<file path="config.mk">
export PLATFORM = sky130hd
export DESIGN_NAME = obi_xbar_n_to_one_ot
export DESIGN_NICKNAME = d
export VERILOG_FILES = /design/src/rtl/obi_pkg.sv /design/src/rtl/xbar_ot_pkg.sv /design/src/rtl/xbar_ot_id_fifo.sv /design/src/rtl/obi_xbar_n_to_one_ot.sv
export SDC_FILE = /design/constraint.sdc
export NUM_CORES = 1
export LEC_CHECK = 0
export CORE_AREA = 4 4 146 148
export DETAILED_ROUTE_END_ITERATION = 12
export DIE_AREA = 0 0 150 152
export PLACE_DENSITY_LB_ADDON = 0.05
export RECOVER_POWER = 25
export SYNTH_ARGS = -nofsm -noshare
export SYNTH_HDL_FRONTEND = slang
export SYNTH_SLANG_ARGS = --single-unit
</file>
<file path="constraint.sdc">
create_clock -name clk_i -period 3.15 [get_ports clk_i]
set_clock_uncertainty 0.2 [all_clocks]
set_input_delay 0.63 -clock clk_i [delete_from_list [all_inputs] [get_ports clk_i]]
set_output_delay 0.63 -clock clk_i [all_outputs]
set_load 0.1 [all_outputs]
</file>
<file path="src/rtl/obi_pkg.sv">
// OBI bus types shared by the bus fabric.
//   obi_req_t  : master -> slave address/write phase
//   obi_resp_t : slave -> master grant and response phase
package obi_pkg;

  typedef struct packed {
    logic        req;
    logic        we;
    logic [3:0]  be;
    logic [31:0] addr;
    logic [31:0] wdata;
  } obi_req_t;

  typedef struct packed {
    logic        gnt;
    logic        rvalid;
    logic [31:0] rdata;
  } obi_resp_t;

endpackage

</file>
<file path="src/rtl/xbar_ot_pkg.sv">
// Types and helpers for the N-to-1 OBI crossbar with outstanding transactions.
//   xbar_ot_arb_e : arbitration policy (round-robin or fixed lowest-index)
//   idx_w()       : master-index width, never less than one bit
package xbar_ot_pkg;

  typedef enum logic {
    XBAR_OT_ARB_RR,
    XBAR_OT_ARB_FIXED
  } xbar_ot_arb_e;

  function automatic int unsigned idx_w(input int unsigned n);
    return (n <= 1) ? 1 : $clog2(n);
  endfunction

endpackage

</file>
<file path="src/rtl/xbar_ot_id_fifo.sv">
// In-order FIFO holding the master index of each granted, unanswered request.
// Ports:
//   clk_i, rst_ni : clock, asynchronous active-low reset
//   push_i/data_i : write an entry (ignored while full)
//   pop_i/data_o  : drop the head entry (ignored while empty); data_o is the head
//   full_o/empty_o: registered status flags
//   occ_o         : registered occupancy
module xbar_ot_id_fifo #(
  parameter int unsigned WIDTH = 1,
  parameter int unsigned DEPTH = 2
) (
  input  logic                         clk_i,
  input  logic                         rst_ni,
  input  logic                         push_i,
  input  logic                         pop_i,
  input  logic [WIDTH-1:0]             data_i,
  output logic [WIDTH-1:0]             data_o,
  output logic                         full_o,
  output logic                         empty_o,
  output logic [$clog2(DEPTH+1)-1:0]   occ_o
);

  localparam int unsigned PW = (DEPTH <= 1) ? 1 : $clog2(DEPTH);
  localparam int unsigned CW = $clog2(DEPTH + 1);

  // Storage sized to the pointer range so any pointer value indexes legally.
  logic [WIDTH-1:0] mem_q [2**PW];
  logic [PW-1:0]    wptr_q, rptr_q;
  logic [CW-1:0]    cnt_q, cnt_d;
  logic             full_q, empty_q;
  logic             do_push, do_pop;

  assign do_push = push_i & ~full_q;
  assign do_pop  = pop_i & ~empty_q;

  always_comb begin
    cnt_d = cnt_q;
    case ({do_push, do_pop})
      2'b10:   cnt_d = cnt_q + 1'b1;
      2'b01:   cnt_d = cnt_q - 1'b1;
      default: cnt_d = cnt_q;
    endcase
  end

  function automatic logic [PW-1:0] ptr_inc(input logic [PW-1:0] p);
    return (p == PW'(DEPTH - 1)) ? '0 : p + 1'b1;
  endfunction

  always_ff @(posedge clk_i or negedge rst_ni) begin
    if (!rst_ni) begin
      wptr_q  <= '0;
      rptr_q  <= '0;
      cnt_q   <= '0;
      full_q  <= 1'b0;
      empty_q <= 1'b1;
    end else begin
      if (do_push) wptr_q <= ptr_inc(wptr_q);
      if (do_pop)  rptr_q <= ptr_inc(rptr_q);
      cnt_q   <= cnt_d;
      full_q  <= (cnt_d == CW'(DEPTH));
      empty_q <= (cnt_d == '0);
    end
  end

  // Payload needs no reset: entries are only read after being written.
  always_ff @(posedge clk_i) begin
    if (do_push) mem_q[wptr_q] <= data_i;
  end

  assign data_o  = mem_q[rptr_q];
  assign full_o  = full_q;
  assign empty_o = empty_q;
  assign occ_o   = cnt_q;

endmodule

</file>
<file path="src/rtl/obi_xbar_n_to_one_ot.sv">
// N-to-1 OBI crossbar with up to MAX_OUTSTANDING granted-but-unanswered
// transactions. An in-order ID FIFO remembers which master owns each
// outstanding request and steers rvalid back to it; rdata is broadcast.
// Optional build macro: OBI_XBAR_N_TO_ONE_PERF_CNT_EN adds per-master 32-bit
// wrapping handshake counters on gnt_cnt_o (tied to 0 otherwise).
// Ports:
//   clk_i, rst_ni  : clock, asynchronous active-low reset
//   master_req_i   : requests from NUM_MASTERS masters
//   master_resp_o  : per-master gnt/rvalid, broadcast rdata
//   slave_req_o    : merged request toward the slave
//   slave_resp_i   : slave gnt/rvalid/rdata (responses in order)
//   busy_o         : at least one transaction outstanding
//   err_o          : sticky, rvalid seen with nothing outstanding
//   gnt_cnt_o      : per-master accepted-request counters
module obi_xbar_n_to_one_ot
  import xbar_ot_pkg::*;
#(
  parameter int unsigned  NUM_MASTERS     = 2,
  parameter int unsigned  MAX_OUTSTANDING = 2,
  parameter xbar_ot_arb_e ARB_MODE        = XBAR_OT_ARB_RR
) (
  input  logic                                clk_i,
  input  logic                                rst_ni,
  input  obi_pkg::obi_req_t  [NUM_MASTERS-1:0] master_req_i,
  output obi_pkg::obi_resp_t [NUM_MASTERS-1:0] master_resp_o,
  output obi_pkg::obi_req_t                    slave_req_o,
  input  obi_pkg::obi_resp_t                   slave_resp_i,
  output logic                                 busy_o,
  output logic                                 err_o,
  output logic [NUM_MASTERS-1:0][31:0]         gnt_cnt_o
);

  localparam int unsigned IW = idx_w(NUM_MASTERS);
  localparam int unsigned CW = $clog2(MAX_OUTSTANDING + 1);

  logic [IW-1:0] win_idx;
  logic          win_vld;
  logic          lock_q;
  logic [IW-1:0] lock_idx_q;
  logic [IW-1:0] rr_q;
  logic          err_q;
  logic          hs;
  logic          pop;
  logic          full, empty;
  logic [IW-1:0] head;
  logic [CW-1:0] occ;

  // ---------------------------------------------------------------------------
  // Winner selection. A pending (ungranted) request keeps its master locked so
  // the address phase stays stable until the slave accepts it.
  // ---------------------------------------------------------------------------
  always_comb begin
    int unsigned cand;
    logic [IW-1:0] cidx;
    win_vld = 1'b0;
    win_idx = '0;
    cand    = 0;
    cidx    = '0;
    if (lock_q) begin
      win_idx = lock_idx_q;
      win_vld = master_req_i[lock_idx_q].req;
    end else begin
      for (int unsigned off = 0; off < NUM_MASTERS; off++) begin
        if (ARB_MODE == XBAR_OT_ARB_RR) begin
          cand = 32'(rr_q);
          cand = (cand + off) % NUM_MASTERS;
        end else begin
          cand = off;
        end
        cidx = IW'(cand);
        if (!win_vld && master_req_i[cidx].req) begin
          win_vld = 1'b1;
          win_idx = cidx;
        end
      end
    end
  end

  // ---------------------------------------------------------------------------
  // Request path: payload follows the winner even while full holds req low.
  // ---------------------------------------------------------------------------
  always_comb begin
    slave_req_o = '0;
    if (win_vld) begin
      slave_req_o     = master_req_i[win_idx];
      slave_req_o.req = ~full;
    end
  end

  assign hs  = slave_req_o.req & slave_resp_i.gnt;
  assign pop = slave_resp_i.rvalid & ~empty;

  // ---------------------------------------------------------------------------
  // Response path: grant to the winner, rvalid to the FIFO head owner.
  // ---------------------------------------------------------------------------
  always_comb begin
    master_resp_o = '0;
    for (int unsigned i = 0; i < NUM_MASTERS; i++) begin
      master_resp_o[i].gnt    = hs & (win_idx == IW'(i));
      master_resp_o[i].rvalid = pop & (head == IW'(i));
      master_resp_o[i].rdata  = slave_resp_i.rdata;
    end
  end

  xbar_ot_id_fifo #(
    .WIDTH (IW),
    .DEPTH (MAX_OUTSTANDING)
  ) u_id_fifo (
    .clk_i   (clk_i),
    .rst_ni  (rst_ni),
    .push_i  (hs),
    .pop_i   (pop),
    .data_i  (win_idx),
    .data_o  (head),
    .full_o  (full),
    .empty_o (empty),
    .occ_o   (occ)
  );

  // ---------------------------------------------------------------------------
  // Lock, round-robin pointer, sticky error.
  // ---------------------------------------------------------------------------
  always_ff @(posedge clk_i or negedge rst_ni) begin
    if (!rst_ni) begin
      lock_q     <= 1'b0;
      lock_idx_q <= '0;
      rr_q       <= '0;
      err_q      <= 1'b0;
    end else begin
      if (hs) begin
        lock_q <= 1'b0;
      end else if (slave_req_o.req) begin
        lock_q     <= 1'b1;
        lock_idx_q <= win_idx;
      end
      if (hs) begin
        rr_q <= (win_idx == IW'(NUM_MASTERS - 1)) ? '0 : win_idx + 1'b1;
      end
      if (slave_resp_i.rvalid && empty) err_q <= 1'b1;
    end
  end

  assign busy_o = (occ != '0);
  assign err_o  = err_q;

  // ---------------------------------------------------------------------------
  // Optional per-master handshake counters (wrap at 2^32).
  // ---------------------------------------------------------------------------
`ifdef OBI_XBAR_N_TO_ONE_PERF_CNT_EN
  logic [NUM_MASTERS-1:0][31:0] cnt_q;

  always_ff @(posedge clk_i or negedge rst_ni) begin
    if (!rst_ni) begin
      cnt_q <= '0;
    end else begin
      for (int unsigned i = 0; i < NUM_MASTERS; i++) begin
        if (hs && (win_idx == IW'(i))) cnt_q[i] <= cnt_q[i] + 32'd1;
      end
    end
  end

  assign gnt_cnt_o = cnt_q;
`else
  assign gnt_cnt_o = '0;
`endif

endmodule

</file>
# Yosys cells after proc, flatten, opt, wreduce, memory -nomap -nowiden
# Memory sizes are Yosys's and may differ from the RTL's.
# Cells that the tools add are included.
[classes]
addsub = 6
n_mux = 26
reduce_logical = 7
bitwise_logic = 13
n_eq_ne = 3
magnitude_cmp = 4
[ops]
columns = ["operator", "n"]
rows = [
  ["70-bit two-way mux", 7],
  ["69-bit two-way mux", 2],
  ["1-bit two-way mux", 16],
  ["1-bit AND", 8],
  ["1-bit by 2-bit < comparator with 1-bit output, second input constant", 4],
  ["1-bit inverter", 5],
  ["1-bit adder, second input constant", 4],
  ["2-bit equality test, second input constant", 2],
  ["2-bit one-hot mux with 2 select lines", 1],
  ["2-bit nonzero test", 2],
  ["2-bit by 1-bit adder with 2-bit output, second input constant", 1],
  ["2-bit by 1-bit equality test with 1-bit output, second input constant", 1],
  ["1-bit logical AND", 2],
  ["2-bit zero test", 1],
  ["2-bit AND reduction", 1],
  ["2-bit by 1-bit subtractor with 2-bit output, second input constant", 1],
  ["1-bit zero test", 1],
]
[word_totals]
elab_cells = 69
ff_bits = 10
mem_count = 1
input_bits = 176
out_inout_bits = 204
mem_bits_rw = 2
[mem_list]
columns = ["name", "words", "word_bits", "rd", "rd_ports_with_merged_regs", "write_ports", "line_no", "text"]
rows = [
  ["u_id_fifo.mem_q", 2, 1, 1, 0, 1, "xbar_ot_id_fifo.sv:27", "logic [WIDTH-1:0] mem_q [2**PW];"],
]

# Longest topological paths before layout
# Gate-level depths: netlist (run 1).
[depth]
depth_word = 17
ltp_mapped = 10
ltp_nobuf = 8

# Hierarchy
# Synthesis (run 1) repeated with hierarchy kept, for this count alone.
[hier_totals]
hier_cells = 414
area_unflattened_um2 = 2537.4
[by_module_without_submodules]
columns = ["module", "area_each_um2", "n_inst", "cells_each", "seq_area_each_um2"]
rows = [
  ["obi_xbar_n_to_one_ot", 2192.1, 1, 386, 100.1],
  ["xbar_ot_id_fifo", 345.3, 1, 28, 211.5],
]

# Worst setup path before layout (run 1)
# No wires, ideal clock.
[synth_path]
path_kind = "input to output"
from = "input port master_req_i[69] (netlist name)"
to = "output port slave_req_o[39] (netlist name)"
arrival_ps = 3058
required_time_ps = 2320
path_buffers = 2
path_stages = 7
slack_ps = -738
cell_sequence = "nor2b_1 > o21a_1 > clkbuf_1 > inv_2 > clkbuf_1 > nand2_1 > a21oi_1"
[synth_lines]
columns = ["item", "line_no", "text"]
rows = [
  ["start: declaration", "obi_xbar_n_to_one_ot.sv:24", "input obi_pkg::obi_req_t [NUM_MASTERS-1:0] master_req_i,"],
  ["end: declaration", "obi_xbar_n_to_one_ot.sv:26", "output obi_pkg::obi_req_t slave_req_o,"],
]

==> results of run 1 <==
-- flip-flops by register name (all words and copies together) (netlist names) --
signal	count
u_id_fifo.empty_o	1
lock_idx_q	1
u_id_fifo.rptr_q	1
lock_q	1
rr_q	1
u_id_fifo.wptr_q	1
u_id_fifo.full_o	1
u_id_fifo.mem_q	2
err_o	1
u_id_fifo.occ_o	2
-- per-layer routing --
layer	global-route usage	wire, um
met1	0.0993	4950
met3	0.0319	1160
met5	0	0
met4	0.00959	46
met2	0.187	7270
-- cell type report --
class,count,area share
timing repair buffer,248,0.542
inverter,2,0.00322
tap,270,0.0543
sequential,12,0.0501
timing repair inverter,1,0.00141
multi-input combinational,304,0.336
clock buffer,4,0.0127
-- power breakdown --
group / internal [mW] / switching (mW)
Clock: 0.170 / 0.0625
Combinational: 2.62 / 4.90
Sequential: 0.231 / 0.0507
Total: 3.02 / 5.02
-- critical path, delay by kind of cell --
kind            cells  cell delay (ns)
compound gates      2             0.39
simple gates        2             0.23
buf+inv             6             0.83
-- cells in the mapped netlist, types with 2 or more instances --
cell,number
buf_4,128
buf_6,2
nor2_1,9
buf_1,4
nand2_1,139
dfrtp_1,9
clkbuf_1,18
nand2b_1,2
mux2i_1,2
a21oi_1,69
nor2b_1,3
o21a_1,2
xnor2_1,4
a21o_1,2
edfxtp_1,2
-- metrics by stage --
stage	util	area [sq um]	instances	hold slack, ns	setup TNS (ns)
after global placement	0.290	5810	819	0.246	-0.291
final	0.311	6220	841	0.255	0
after global routing	0.311	6220	841	0.275	0
after CTS	0.294	5900	823	0.264	0
after detailed placement	0.290	5810	819	0.255	-0.386
after floorplan	-	3440	470	0.134	-4.53
-- timing repair --
action | CTS | global route
resized for setup | 1 | 22
gates cloned | 0 | 9
pin swaps | 0 | 12
hold buffers | 0 | 0
buffers inserted | 0 | 9
endpoints found under the setup margin | 54 | 68
-- cells by family after synthesis --
family,share of synthesized area
buffers and inverters,0.433
AO/OA/AOI/OAI,0.151
XOR/XNOR,0.0177
AND/OR/NAND/NOR,0.247
multiplexers,0.0187
other,0.00151
adder cells (fa/ha/maj),0.00504
flip-flops,0.126
-- path summary, 6_finish.rpt --
kind	depth (start not counted)	from	end
min in group asynchronous	1	rst_ni	lock_q
setup / recovery	10	master_req_i[69]	slave_req_o[41]
hold / removal	1	err_o	err_o
setup reg to reg	8	lock_idx_q	u_id_fifo.full_o
max in group asynchronous	1	rst_ni	u_id_fifo.empty_o
hold reg to reg	1	err_o	err_o
==> flow_summary.ini, run 1 <==
[run_status]
status = completed

[critical_path]
cp.arrival_ns = 2.07
worstSetupPathType = in2out
critPathMaxFanout = 8
cp-end-kind = output port
worstPathRequired_ns = 2.32
crit_path_frequent_cell = buf_12
slowest_delay_ns = 0.22
reg2reg_setup_slack_ns = 0.64
start_kind = input pin
cp_cell_sequence = dlymetal6s2s_1, nor2b_2, o21a_4, buf_12, clkinv_8, clkbuf_16, buf_8, nand2_2, a21oi_4, buf_12
critPathSlowestCell = o21a_4

[floorplanning]
die_h_um = 152
core.rowCount = 52
initial_core_util = 0.124
fp.dieW_um = 150
fp.dieArea_sq_um = 22800
ios = 380
coreArea_sq_um = 20000

[global_routing]
grt_antenna_before_repair = 0
grt_pass1_wl_um = 17400
grt_usage = 0.0950
globalRouteOverflowTotal = 0
grt_pass1_vias = 3052
grt_max_degree = 38

[sta]
final-hold-violation-count = 0
min_period_ns = 2.90
relSlewSlack = 0.661
rsz0062_at_grt = no
layout_worst_path_cycle_share = 0.922
clock.fmax_mhz = 344
drv_slew = 0
setup_slack_ns = 0.246
setup_viol = 0
tightest_slew_ns = 0.507

[detailed_routing]
drc_errors = 0
wl_per_cell_um = 16.0
antenna_left = 0
via_count = 2957
wirelength_um = 13400
firstDrtPassIters = 4
vias_per_cell = 3.52
drtIter0Drc = 80

[finish]
layout-drive-gt1-share = 0.338
most-common-layout-cells = 139 x clkdlybuf4s50_1, 133 x nand2_1, 81 x buf_12
nNetsFinal = 749
num-fill-cells = 2119
final_common_cell = clkdlybuf4s50_1
seqCellArea_sq_um = 312
syn_to_final_growth_pct = 151
antenna-diode-count = 0
multi_input_area_sq_um = 2090

[synthesis]
synth-main-ff-cell = dfrtp_1
synth_cell_types = 27
async_reset_ff_frac = 0.833
synth_area_leaders = buf_4 39%, nand2_1 21%, a21oi_1 14%
syn-cell-area_sq_um = 2480
ys_warn_count = 0
ys_ff_latch = 12
syn_area_per_cell_sq_um = 6.09
synth_enable_flop_cells = 2
postSynthCellCount = 407
ys_seq_area_frac = 0.126
synth_top_cell_area_share = 0.387
yosysTopAreaCell = buf_4

[worst_hold_path]
hold_path_class = reg2reg

[pwr]
pwr_density_cell_nw_per_um2 = 1290
power_mw = 8.04
ir_worst_vdd_mv = 0.458
p_leak_nw = 2.43

[clock_network]
clkLatencyLatePin_ns = 0.24
cts.sinks = 12
clk_path_buf_depth = 2
cts-root-buf = clkbuf_16
clkTransAtPathRegs_ns = 0.04
cts_tree = done
ctsHtreeMaxLevel = 1
cts_buffers = 3

[place]
io_buffers = 219
dp_slack_ns = -0.0245
hpwl_um = 9760
finalWeightedCongestion = 0.707

[job]
maxCapViolations = 0
Power figures use the tool's default switching activity.
==> inputs of run 2 (changes only) <==
Settings changed: MAX_ROUTING_LAYER from default to met4.
==> run 2 against run 1 <==
Effect of this change: non-clock buffer count fell by 1; fmax rose by 0.10%; worst hold slack improved by 0.0043 ns; power fell by 0.24%; core utilization barely moved; global-route usage rose by 0.27 points; sequential share of layout area barely moved; worst setup slack improved by 0.0030 ns.
==> flow_summary.ini, run 2 (synthesis results as in run 1) <==
[clock_network]
clkTransAtPathRegs_ns = 0.04
cts-root-buf = clkbuf_16
ctsHtreeMaxLevel = 1
cts_buffers = 3
clk_path_buf_depth = 2
cts.sinks = 12
cts_tree = done
holdBufCountCts = 0
clkLatencyLatePin_ns = 0.24

[pwr]
p_leak_nw = 2.43
pwr_density_cell_nw_per_um2 = 1290
ir_worst_vdd_mv = 0.459

[floorplanning]
ios = 380
core.rowCount = 52
initial_core_util = 0.124
fp.dieArea_sq_um = 22800
coreArea_sq_um = 20000
die_h_um = 152
fp.dieW_um = 150

[critical_path]
r2r_cells = 8
crit_path_frequent_cell = buf_12
worstSetupPathType = in2out
reg2reg_setup_slack_ns = 0.63
r2r-start = lock_idx_q
critPathLaunch = master_req_i[69]
critPathSlowestCell = o21a_4
critical_path.endpoint = slave_req_o[5]
cp-end-kind = output port
slowest_delay_ns = 0.21
critPathMaxFanout = 7
cp_cell_sequence = dlymetal6s2s_1, nor2b_2, o21a_4, buf_12, buf_6, inv_6, clkbuf_16, nand2_1, a21oi_4, buf_12
cp.arrival_ns = 2.07
worstPathRequired_ns = 2.32
r2r_end = u_id_fifo.full_o
start_kind = input pin

[global_routing]
grt_pass1_wl_um = 17300
grt_usage = 0.0977
globalRouteOverflowTotal = 0
grt_antenna_before_repair = 0
grt_max_degree = 38
grt_pass1_vias = 3077

[finish]
syn_to_final_growth_pct = 151
num-fill-cells = 2115
final_common_cell = clkdlybuf4s50_1
layout-drive-gt1-share = 0.337
instances_no_fill = 840
nNetsFinal = 748
seqCellArea_sq_um = 312
multi_input_area_sq_um = 2090
most-common-layout-cells = 139 x clkdlybuf4s50_1, 133 x nand2_1, 81 x buf_12
antenna-diode-count = 0

[worst_hold_path]
hold_path_class = reg2reg

[sta]
final-hold-violation-count = 0
rsz0062_at_grt = no
layout_worst_path_cycle_share = 0.921
drv_slew = 0
clock.fmax_mhz = 345
tightest_slew_ns = 0.496
hold-worst-slack_ns = 0.260
min_period_ns = 2.90
setup_viol = 0
relSlewSlack = 0.668

[place]
hpwl_um = 9760
dp.cells = 819
io_buffers = 219
finalWeightedCongestion = 0.715

[detailed_routing]
wirelength_um = 13300
wl_per_cell_um = 15.9
drtIter0Drc = 98
antenna_left = 0
vias_per_cell = 3.51
firstDrtPassIters = 4
drc_errors = 0
via_count = 2949

[job]
maxCapViolations = 0

[run_status]
status = completed
[run 2: changes by cell type in the layout (fill, tap and decap cells not counted)]
cell,delta
buf_4,-1
[run 2: worst min path at each step]
stage | to | depth (start not counted) | from | slack [ns]
2_1_floorplan | err_o | 0 | rst_ni | 0.13
3_3_place_gp | err_o | 1 | err_o | 0.25
3_5_place_dp | err_o | 1 | err_o | 0.25
4_1_cts | err_o | 1 | err_o | 0.26
5_1_grt | err_o | 1 | err_o | 0.27
6_report | err_o | 1 | err_o | 0.26
[run 2: final cells by class]
type                       instances  area share
clock buffer                       4      0.0127
inverter                           2     0.00322
multi-input combinational        304       0.337
sequential                        12      0.0501
tap                              270      0.0543
timing repair buffer             247       0.541
timing repair inverter             1     0.00141
[run 2: where the power goes]
| part | switching (mW) | internal [mW] |
|---|---|---|
| sequential | 0.0501 | 0.231 |
| clock | 0.0631 | 0.170 |
| combinational | 4.89 | 2.61 |
| total | 5.00 | 3.01 |
[run 2: critical path, delay by kind of cell]
family	cells	cell delay, ns
compound gates	2	0.36
buf+inv	6	0.83
simple gates	2	0.25
[run 2: timing repair]
item | CTS | global route
buffers inserted | 0 | 9
pin swaps | 0 | 15
resized for setup | 1 | 23
cloned | 0 | 8
endpoints found under the setup margin | 54 | 68
[run 2: per-stage QoR]
step | util | cell area, sq um | power, mW | setup slack (ns) | TNS (ns)
2_1_floorplan | - | 3440 | 5.37 | -0.438 | -4.53
3_3_place_gp | 0.290 | 5810 | 7.28 | -0.0256 | -0.291
3_5_place_dp | 0.290 | 5810 | 7.30 | -0.0245 | -0.386
4_1_cts | 0.294 | 5900 | 7.56 | 0.000722 | 0
5_1_grt | 0.310 | 6220 | 8.33 | 0.185 | 0
6_report | 0.310 | 6220 | 8.02 | 0.249 | 0
[run 2: per-layer routing]
layer,track usage,part of all wire
met1,0.101,0.37
met2,0.188,0.55
met3,0.0271,0.080
met4,0.00959,0.0032
met5,-,0
